## src/rtl/seq_alu_pkg.sv

```systemverilog
// Shared definitions for the sequential ALU: opcode values, FSM state
// encoding and flag bit positions.
package seq_alu_pkg;

    localparam int OP_ADD  = 0;
    localparam int OP_SUB  = 1;
    localparam int OP_AND  = 2;
    localparam int OP_OR   = 3;
    localparam int OP_XOR  = 4;
    localparam int OP_NOR  = 5;
    localparam int OP_SLL  = 6;
    localparam int OP_SRL  = 7;
    localparam int OP_SRA  = 8;
    localparam int OP_SLT  = 9;
    localparam int OP_SLTU = 10;
    localparam int OP_MULU = 11;
    localparam int OP_MULS = 12;
    localparam int OP_DIVU = 13;
    localparam int OP_ROTL = 14;
    localparam int OP_LAST = 14;

    typedef enum logic [2:0] {
        S_IDLE = 3'd0,
        S_EXEC = 3'd1,
        S_MUL  = 3'd2,
        S_DIV  = 3'd3,
        S_DONE = 3'd4
    } state_t;

    localparam int FLAG_ZERO  = 0;
    localparam int FLAG_CARRY = 1;
    localparam int FLAG_OVF   = 2;
    localparam int FLAG_ERR   = 3;
    localparam int FLAG_N     = 4;

endpackage

```

## src/rtl/seq_alu_iter.sv

```systemverilog
// Iterative datapath shared by unsigned shift-add multiply (mode=0) and
// restoring divide (mode=1). One bit per cycle, WIDTH cycles after start.
// Multiply: acc starts as {0, x}, y is the multiplicand; acc ends as x*y.
// Divide:   acc starts as {0, x}, y is the divisor; acc ends as {rem, quot}.
module seq_alu_iter
    import seq_alu_pkg::*;
#(
    parameter int WIDTH = 32,
    parameter int SHW   = $clog2(WIDTH)
) (
    input  logic                 clk,
    input  logic                 rst_n,
    input  logic                 start,
    input  logic                 mode,
    input  logic [WIDTH-1:0]     x,
    input  logic [WIDTH-1:0]     y,
    output logic                 busy,
    output logic                 done,
    output logic [2*WIDTH-1:0]   acc
);

    localparam logic [SHW:0] CNT_LAST = (SHW+1)'(WIDTH);

    logic [SHW:0]         cnt;
    logic                 run;
    logic                 mode_q;
    logic [WIDTH-1:0]     y_q;
    logic [WIDTH:0]       mul_sum;
    logic [WIDTH:0]       rem_sh;
    logic [WIDTH:0]       rem_new;
    logic                 ge;
    logic [2*WIDTH-1:0]   acc_next;

    assign busy = run && (cnt != CNT_LAST);
    assign done = run && (cnt == CNT_LAST);

    // One step of either algorithm, selected by the latched mode.
    always_comb begin
        mul_sum  = {1'b0, acc[2*WIDTH-1:WIDTH]} + (acc[0] ? {1'b0, y_q} : '0);
        rem_sh   = {acc[2*WIDTH-1:WIDTH], acc[WIDTH-1]};
        ge       = (rem_sh >= {1'b0, y_q});
        rem_new  = ge ? (rem_sh - {1'b0, y_q}) : rem_sh;
        if (mode_q) begin
            acc_next = {rem_new[WIDTH-1:0], acc[WIDTH-2:0], ge};
        end else begin
            acc_next = {mul_sum, acc[WIDTH-1:1]};
        end
    end

    // Control: run flag and iteration counter, cleared on start and by reset.
    always_ff @(posedge clk) begin
        if (!rst_n) begin
            run <= 1'b0;
            cnt <= '0;
        end else if (start) begin
            run <= 1'b1;
            cnt <= '0;
        end else if (busy) begin
            cnt <= cnt + 1'b1;
        end else if (done) begin
            run <= 1'b0;
        end
    end

    // Datapath: load operands on start, then advance one bit per cycle.
    always_ff @(posedge clk) begin
        if (start) begin
            acc    <= {{WIDTH{1'b0}}, x};
            y_q    <= y;
            mode_q <= mode;
        end else if (busy) begin
            acc    <= acc_next;
        end
    end

endmodule

```

## src/rtl/seq_alu.sv

```systemverilog
// Multi-cycle ALU with valid/ready handshakes and status flags.
// Single-cycle ops go through EXEC; MULU/MULS and DIVU use seq_alu_iter.
// Build option SEQ_ALU_FAST_MUL_EN: multiplies use a combinational
// multiplier through EXEC instead of the iterative datapath.
module seq_alu
    import seq_alu_pkg::*;
#(
    parameter int WIDTH = 32,
    parameter int OPW   = 5,
    parameter int SHW   = $clog2(WIDTH)
) (
    input  logic                 clk,
    input  logic                 rst_n,
    input  logic                 in_valid,
    output logic                 in_ready,
    input  logic [WIDTH-1:0]     a,
    input  logic [WIDTH-1:0]     b,
    input  logic [OPW-1:0]       op,
    output logic                 out_valid,
    input  logic                 out_ready,
    output logic [2*WIDTH-1:0]   result,
    output logic                 flag_zero,
    output logic                 flag_carry,
    output logic                 flag_ovf,
    output logic                 flag_err
);

    state_t                    state, state_next;
    logic                      accept;
    logic [WIDTH-1:0]          a_q, b_q;
    logic [OPW-1:0]            op_q;
    logic signed [WIDTH-1:0]   a_s, b_s;
    logic [31:0]               op_cur, op_new;
    logic [SHW-1:0]            sh;
    logic [WIDTH:0]            sum;
    logic [WIDTH-1:0]          diff;
    logic [2*WIDTH-1:0]        rot;
    logic [WIDTH-1:0]          lo, hi;
    logic [FLAG_N-1:0]         exec_flags, iter_flags, flags_q;
    logic [2*WIDTH-1:0]        iter_acc, iter_res;
    logic                      iter_start, iter_mode, iter_busy, iter_done;
    logic [WIDTH-1:0]          iter_x, iter_y;

    assign op_cur = 32'(op_q);
    assign op_new = 32'(op);
    assign a_s    = a_q;
    assign b_s    = b_q;
    assign sh     = b_q[SHW-1:0];

    assign out_valid  = (state == S_DONE);
    assign flag_zero  = flags_q[FLAG_ZERO];
    assign flag_carry = flags_q[FLAG_CARRY];
    assign flag_ovf   = flags_q[FLAG_OVF];
    assign flag_err   = flags_q[FLAG_ERR];

    // Where a freshly accepted opcode goes; divide by zero is resolved in EXEC.
    function automatic state_t dispatch(input logic [31:0] opc, input logic b_zero);
        if (opc == OP_DIVU && !b_zero) return S_DIV;
`ifndef SEQ_ALU_FAST_MUL_EN
        if (opc == OP_MULU || opc == OP_MULS) return S_MUL;
`endif
        return S_EXEC;
    endfunction

    // Unsigned magnitude of an operand, two's-complement negated when signed and negative.
    function automatic logic [WIDTH-1:0] magnitude(input logic [WIDTH-1:0] v, input logic is_signed);
        return (is_signed && v[WIDTH-1]) ? -v : v;
    endfunction

    // State register; reset discards any operation in flight.
    always_ff @(posedge clk) begin
        if (!rst_n) begin
            state <= S_IDLE;
        end else begin
            state <= state_next;
        end
    end

    // Handshake and next-state logic; in_ready is held low during reset.
    always_comb begin
        state_next = state;
        in_ready   = 1'b0;
        case (state)
            S_IDLE:  in_ready = 1'b1;
            S_DONE:  in_ready = out_ready;
            default: in_ready = 1'b0;
        endcase
        in_ready = in_ready && rst_n;
        accept   = in_valid && in_ready;
        case (state)
            S_IDLE: if (accept) state_next = dispatch(op_new, b == '0);
            S_EXEC: state_next = S_DONE;
            S_MUL, S_DIV: if (!iter_busy) state_next = S_DONE;
            S_DONE: begin
                if (accept) begin
                    state_next = dispatch(op_new, b == '0);
                end else if (out_ready) begin
                    state_next = S_IDLE;
                end
            end
            default: state_next = S_IDLE;
        endcase
    end

    // Operand capture on acceptance; later input changes cannot reach the datapath.
    always_ff @(posedge clk) begin
        if (accept) begin
            a_q  <= a;
            b_q  <= b;
            op_q <= op;
        end
    end

    // The iterative unit starts on the same edge that accepts the operation,
    // so it is fed from the live inputs rather than the operand registers.
    assign iter_start = accept && (state_next == S_MUL || state_next == S_DIV);
    assign iter_mode  = (state_next == S_DIV);
    assign iter_x     = iter_mode ? a : magnitude(b, op_new == OP_MULS);
    assign iter_y     = iter_mode ? b : magnitude(a, op_new == OP_MULS);

    seq_alu_iter #(
        .WIDTH (WIDTH),
        .SHW   (SHW)
    ) u_iter (
        .clk   (clk),
        .rst_n (rst_n),
        .start (iter_start),
        .mode  (iter_mode),
        .x     (iter_x),
        .y     (iter_y),
        .busy  (iter_busy),
        .done  (iter_done),
        .acc   (iter_acc)
    );

    // Final iterative result: signed multiply restores the product sign.
    always_comb begin
        iter_res = iter_acc;
        if (state == S_MUL && op_cur == OP_MULS && (a_q[WIDTH-1] ^ b_q[WIDTH-1])) begin
            iter_res = -iter_acc;
        end
        iter_flags            = '0;
        iter_flags[FLAG_ZERO] = (iter_res == '0);
    end

`ifdef SEQ_ALU_FAST_MUL_EN
    logic signed [2*WIDTH-1:0] a_wide, b_wide, prod;

    // Combinational multiply on sign- or zero-extended operands; low 2*WIDTH bits are exact.
    always_comb begin
        if (op_cur == OP_MULS) begin
            a_wide = {{WIDTH{a_q[WIDTH-1]}}, a_q};
            b_wide = {{WIDTH{b_q[WIDTH-1]}}, b_q};
        end else begin
            a_wide = {{WIDTH{1'b0}}, a_q};
            b_wide = {{WIDTH{1'b0}}, b_q};
        end
        prod = a_wide * b_wide;
    end
`endif

    // Single-cycle result and flags computed from the registered operands.
    always_comb begin
        lo         = '0;
        hi         = '0;
        exec_flags = '0;
        sum        = {1'b0, a_q} + {1'b0, b_q};
        diff       = a_q - b_q;
        rot        = {a_q, a_q} << sh;
        case (op_cur)
            OP_ADD: begin
                lo                     = sum[WIDTH-1:0];
                exec_flags[FLAG_CARRY] = sum[WIDTH];
                exec_flags[FLAG_OVF]   = (a_q[WIDTH-1] == b_q[WIDTH-1]) && (sum[WIDTH-1] != a_q[WIDTH-1]);
            end
            OP_SUB: begin
                lo                     = diff;
                exec_flags[FLAG_CARRY] = (a_q < b_q);
                exec_flags[FLAG_OVF]   = (a_q[WIDTH-1] != b_q[WIDTH-1]) && (diff[WIDTH-1] != a_q[WIDTH-1]);
            end
            OP_AND:  lo = a_q & b_q;
            OP_OR:   lo = a_q | b_q;
            OP_XOR:  lo = a_q ^ b_q;
            OP_NOR:  lo = ~(a_q | b_q);
            OP_SLL:  lo = a_q << sh;
            OP_SRL:  lo = a_q >> sh;
            OP_SRA:  lo = a_s >>> sh;
            OP_SLT:  lo = {{(WIDTH-1){1'b0}}, (a_s < b_s)};
            OP_SLTU: lo = {{(WIDTH-1){1'b0}}, (a_q < b_q)};
`ifdef SEQ_ALU_FAST_MUL_EN
            OP_MULU, OP_MULS: {hi, lo} = prod;
`endif
            OP_DIVU: begin
                // Only a zero divisor reaches EXEC.
                hi                   = a_q;
                lo                   = '1;
                exec_flags[FLAG_ERR] = 1'b1;
            end
            OP_ROTL: lo = rot[2*WIDTH-1:WIDTH];
            default: exec_flags[FLAG_ERR] = 1'b1;
        endcase
        exec_flags[FLAG_ZERO] = ({hi, lo} == '0);
    end

    // Result and flag registers, held through DONE until the consumer takes them.
    always_ff @(posedge clk) begin
        if (!rst_n) begin
            result  <= '0;
            flags_q <= '0;
        end else if (state == S_EXEC) begin
            result  <= {hi, lo};
            flags_q <= exec_flags;
        end else if ((state == S_MUL || state == S_DIV) && iter_done) begin
            result  <= iter_res;
            flags_q <= iter_flags;
        end
    end

endmodule

```

## config.mk

```make
export PLATFORM = sky130hd
export DESIGN_NAME = seq_alu
export DESIGN_NICKNAME = d
export VERILOG_FILES = /design/src/rtl/seq_alu_pkg.sv /design/src/rtl/seq_alu_iter.sv /design/src/rtl/seq_alu.sv
export SDC_FILE = /design/constraint.sdc
export NUM_CORES = 1
export LEC_CHECK = 0
export ABC_AREA = 1
export BUFFER_PORTS_ARGS = -buffer_cell sky130_fd_sc_hd__buf_2
export CAP_MARGIN = 20
export CORE_ASPECT_RATIO = 1.1
export CORE_MARGIN = 2
export CORE_UTILIZATION = 49
export DETAILED_ROUTE_END_ITERATION = 12
export PLACE_DENSITY = 0.68
export SYNTH_ARGS = -nofsm -noshare
export SYNTH_HDL_FRONTEND = slang
export SYNTH_SLANG_ARGS = --single-unit
```

## constraint.sdc

```tcl
create_clock -name clk -period 14.3 [get_ports clk]
set_input_delay 2.86 -clock clk [delete_from_list [all_inputs] [get_ports clk]]
set_output_delay 2.86 -clock clk [all_outputs]
set_load 0.1 [all_outputs]
```

==> metrics.yaml <==
cts_buffers: 28
status: "complete, no violations"
place_inst: 5549
muxShareOfSynthArea_pct: 0
cts_tree: "built"
ant_nets: 0
period_needed_ns: 7.28
via_per_inst: 6.24
cp_cell_sequence: "buf_2 > inv_2 > buf_4 > nor3_1 > buf_2"
start_util_pct: 49.6
tightestPinTransition_ns: 1.20
reg2reg_to: "flags_q[0]"
clockRootBuffer: "clkbuf_16"
clock_skew_ns: 0.0231
maxSlewViolCount: 0
endpoint_kind: "primary output"
rr_startpoint: "b_q[4]"
synth_top_family_by_area: "simple AND/OR/NAND/NOR gates"
layout.nets: 5071
synthAdderAreaFrac_pct: 7.59
ys_warn_count: 0
path_clk_slew_ns: 0.06
syn_nets: 5042
setup_viol: 0
io_pins: 143
die_w_um: 234
die-area_um2: 59900
fin_ws_ns: 7.02
cts_setup_buffers: 0
core_region_area_um2: 57300
slew_headroom_pct: 20.1
cts_resized: 0
max_cap_violations: 0
num_vias: 35000
fin_area_um2: 30700
slowest_delay_ns: 0.49
fin_tns_setup_ns: 0
grt_max_degree: 97
dieHeight_um: 257
min_path_cells: 2
ys_types: 57
ys.flop_type: "edfxtp_1"
hp-class: "reg -> reg"
cts_sinks: 244
htreeDepth: 1
fin_cells: 5606
p_per_area_nw_per_um2: 99.9
hold_viol_final: 0
synth_compound_area_share_pct: 16.6
rsz0062_at_grt: "no"
path_buf_inv: 4
dr.pass1.iters: 7
antenna_found_initial: 2
drive_gt1_share_pct: 5.92
cp.required_ns: 11.44
synth_top_cell_area_share_pct: 17.6
grt_pass1_vias: 32000
synthSimpleGateAreaFrac_pct: 39.4
route.detailed.drc: 0
ctsHoldBuffers: 0
synth.largest_area_cell: "nand2_1"
synth_edf_count: 134
crit_path_top_delay_cell: "buf_2"
reg2reg_depth: 24
wl_mm: 148
fmax_mhz: 137
crit_top_cell: "buf_2"
power_leakage_nw: 14.4
yosys.area_share.xor_xnor_pct: 4.53
syn2layout_area_growth_pct: 8.05
reg2reg_slack_ns: 9.29
critPathMaxFanout: 69
criticalPathCategory: "in -> out"
yosysSeqAreaShare_pct: 21.9
startpoint_type: "primary input"
vdd_drop_max_uv: 78.6
gr-total-overflow: 0
synth_area_leaders: "nand2_1 (18%), edfxtp_1 (14%), nand3_1 (11%)"
path_delay_family: "buffers and inverters"
holdPathEnd: "flags_q[2]"
drtIter0Drc: 4857
synth-seq-cells: 244
fin_crit_sh_pct: 50.9
gp_congestion: 1.12
placed_area_um2: 29700
grt_pass1_wl_mm: 211
synthCells: 4799
port_buffers: 142
grt_use_total_pct: 48.0
clkLatencyLatePin_ns: 0.58
cp_data_arrival_time_ns: 4.42
async_flop_share_pct: 0
hold_slack_ns: 0.475
syn_avg_cell_area_um2: 5.92
rows: 92
dp_hpwl_mm: 118
min-delay-start: "flags_q[2]"
cts_buffer_depth: 3
wire_per_inst_um: 26.3
synthesis.area_um2: 28400
dp_slack_ns: 7.06
==> registers in the layout (all words and copies together), names as in the netlist <==
register,cells
result,64
u_iter.acc,64
a_q,32
b_q,32
u_iter.y_q,32
u_iter.cnt,6
op_q,5
flags_q,4
state,3
u_iter.mode_q,1
u_iter.run,1
==> layout make-up <==
cell class	count	area, um2
multi-input combinational	3828	19400
clock inverter	15	238
tap	752	941
timing repair buffer	192	1090
sequential	244	6230
inverter	534	2010
clock buffer	37	774
antenna	4	10.0
fill	6156	26600
==> layer usage <==
| metal | wire (um) | up-vias | GRT usage (%) |
|---|---|---|---|
| met5 | 30 | - | 0 |
| met4 | 17000 | 4 | 44.0 |
| met3 | 15800 | 623 | 9.38 |
| met2 | 63200 | 2240 | 73.8 |
| met1 | 51500 | 16100 | 56.1 |
| li1 | - | 16000 | - |
==> kinds of logic after synthesis <==
family          after synthesis
compound gates              858
xor+xnor                    147
fa+ha+maj                   170
buf+inv                     727
flops                       244
simple gates               2653
==> per-stage QoR <==
stage	power (W)	util (%)
2_1_floorplan	0.00178	-
3_3_place_gp	0.00222	51.8
3_5_place_dp	0.00222	51.8
4_1_cts	0.00301	53.5
5_1_grt	0.00320	53.5
6_report	0.00307	53.6
==> placed cells by master, fill, tap and decap left out, drive strengths merged, types with 74 or more instances in the layout <==
master	instances
nand2	1339
xor2	129
edfxtp	134
a21oi	265
dfxtp	110
nand4	74
ha	166
o21ai	417
nor2	512
nand3	613
inv	533
buf	192
==> worst reg2reg max path: cells and delay by family, from the launching register on <==
| family | cells | cell delay, ns |
|---|---|---|
| AOI/OAI and AO/OA | 1 | 0.24 |
| adders and majority gates | 1 | 0.58 |
| buffers and inverters | 6 | 1.29 |
| DFF | 1 | 0.33 |
| and+or+nand+nor | 16 | 2.51 |
==> cells in the mapped netlist (all sizes together) (4+ instances only) <==
| library cell | number |
|---|---|
| a21oi | 265 |
| nand2 | 1339 |
| dfxtp | 110 |
| a211oi | 6 |
| and2 | 6 |
| edfxtp | 134 |
| nor3 | 70 |
| clkinv | 5 |
| o211ai | 26 |
| xor2 | 129 |
| a22oi | 27 |
| o22ai | 8 |
| inv | 529 |
| a31oi | 45 |
| o21ai | 417 |
| o31ai | 6 |
| nor2 | 512 |
| nor3b | 4 |
| buf | 70 |
| ha | 166 |
| nor4 | 19 |
| a21o | 11 |
| xnor2 | 18 |
| clkbuf | 123 |
| or2 | 4 |
| nand4 | 74 |
| o21a | 7 |
| o21bai | 15 |
| fa | 4 |
| o2111ai | 4 |
| a21boi | 7 |
| nand3b | 11 |
| nand3 | 613 |
| a221oi | 5 |
==> how the worst max path moves through the flow <==
stage          start  slack, ns  depth (start not counted)              to
2_1_floorplan  rst_n       5.45                          8  u_iter.acc[27]
3_3_place_gp   rst_n       7.07                          5        in_ready
3_5_place_dp   rst_n       7.06                          5        in_ready
4_1_cts        rst_n       7.06                          5        in_ready
5_1_grt        rst_n       7.01                          5        in_ready
6_report       rst_n       7.02                          5        in_ready
==> power by group <==
part | internal (W) | switching (W) | total [W]
combinational | 0.000391 | 0.000948 | 0.00134
clock | 0.000475 | 0.000322 | 0.000797
sequential | 0.000808 | 0.000124 | 0.000932
No activity file was read; power rests on OpenSTA's default activity.
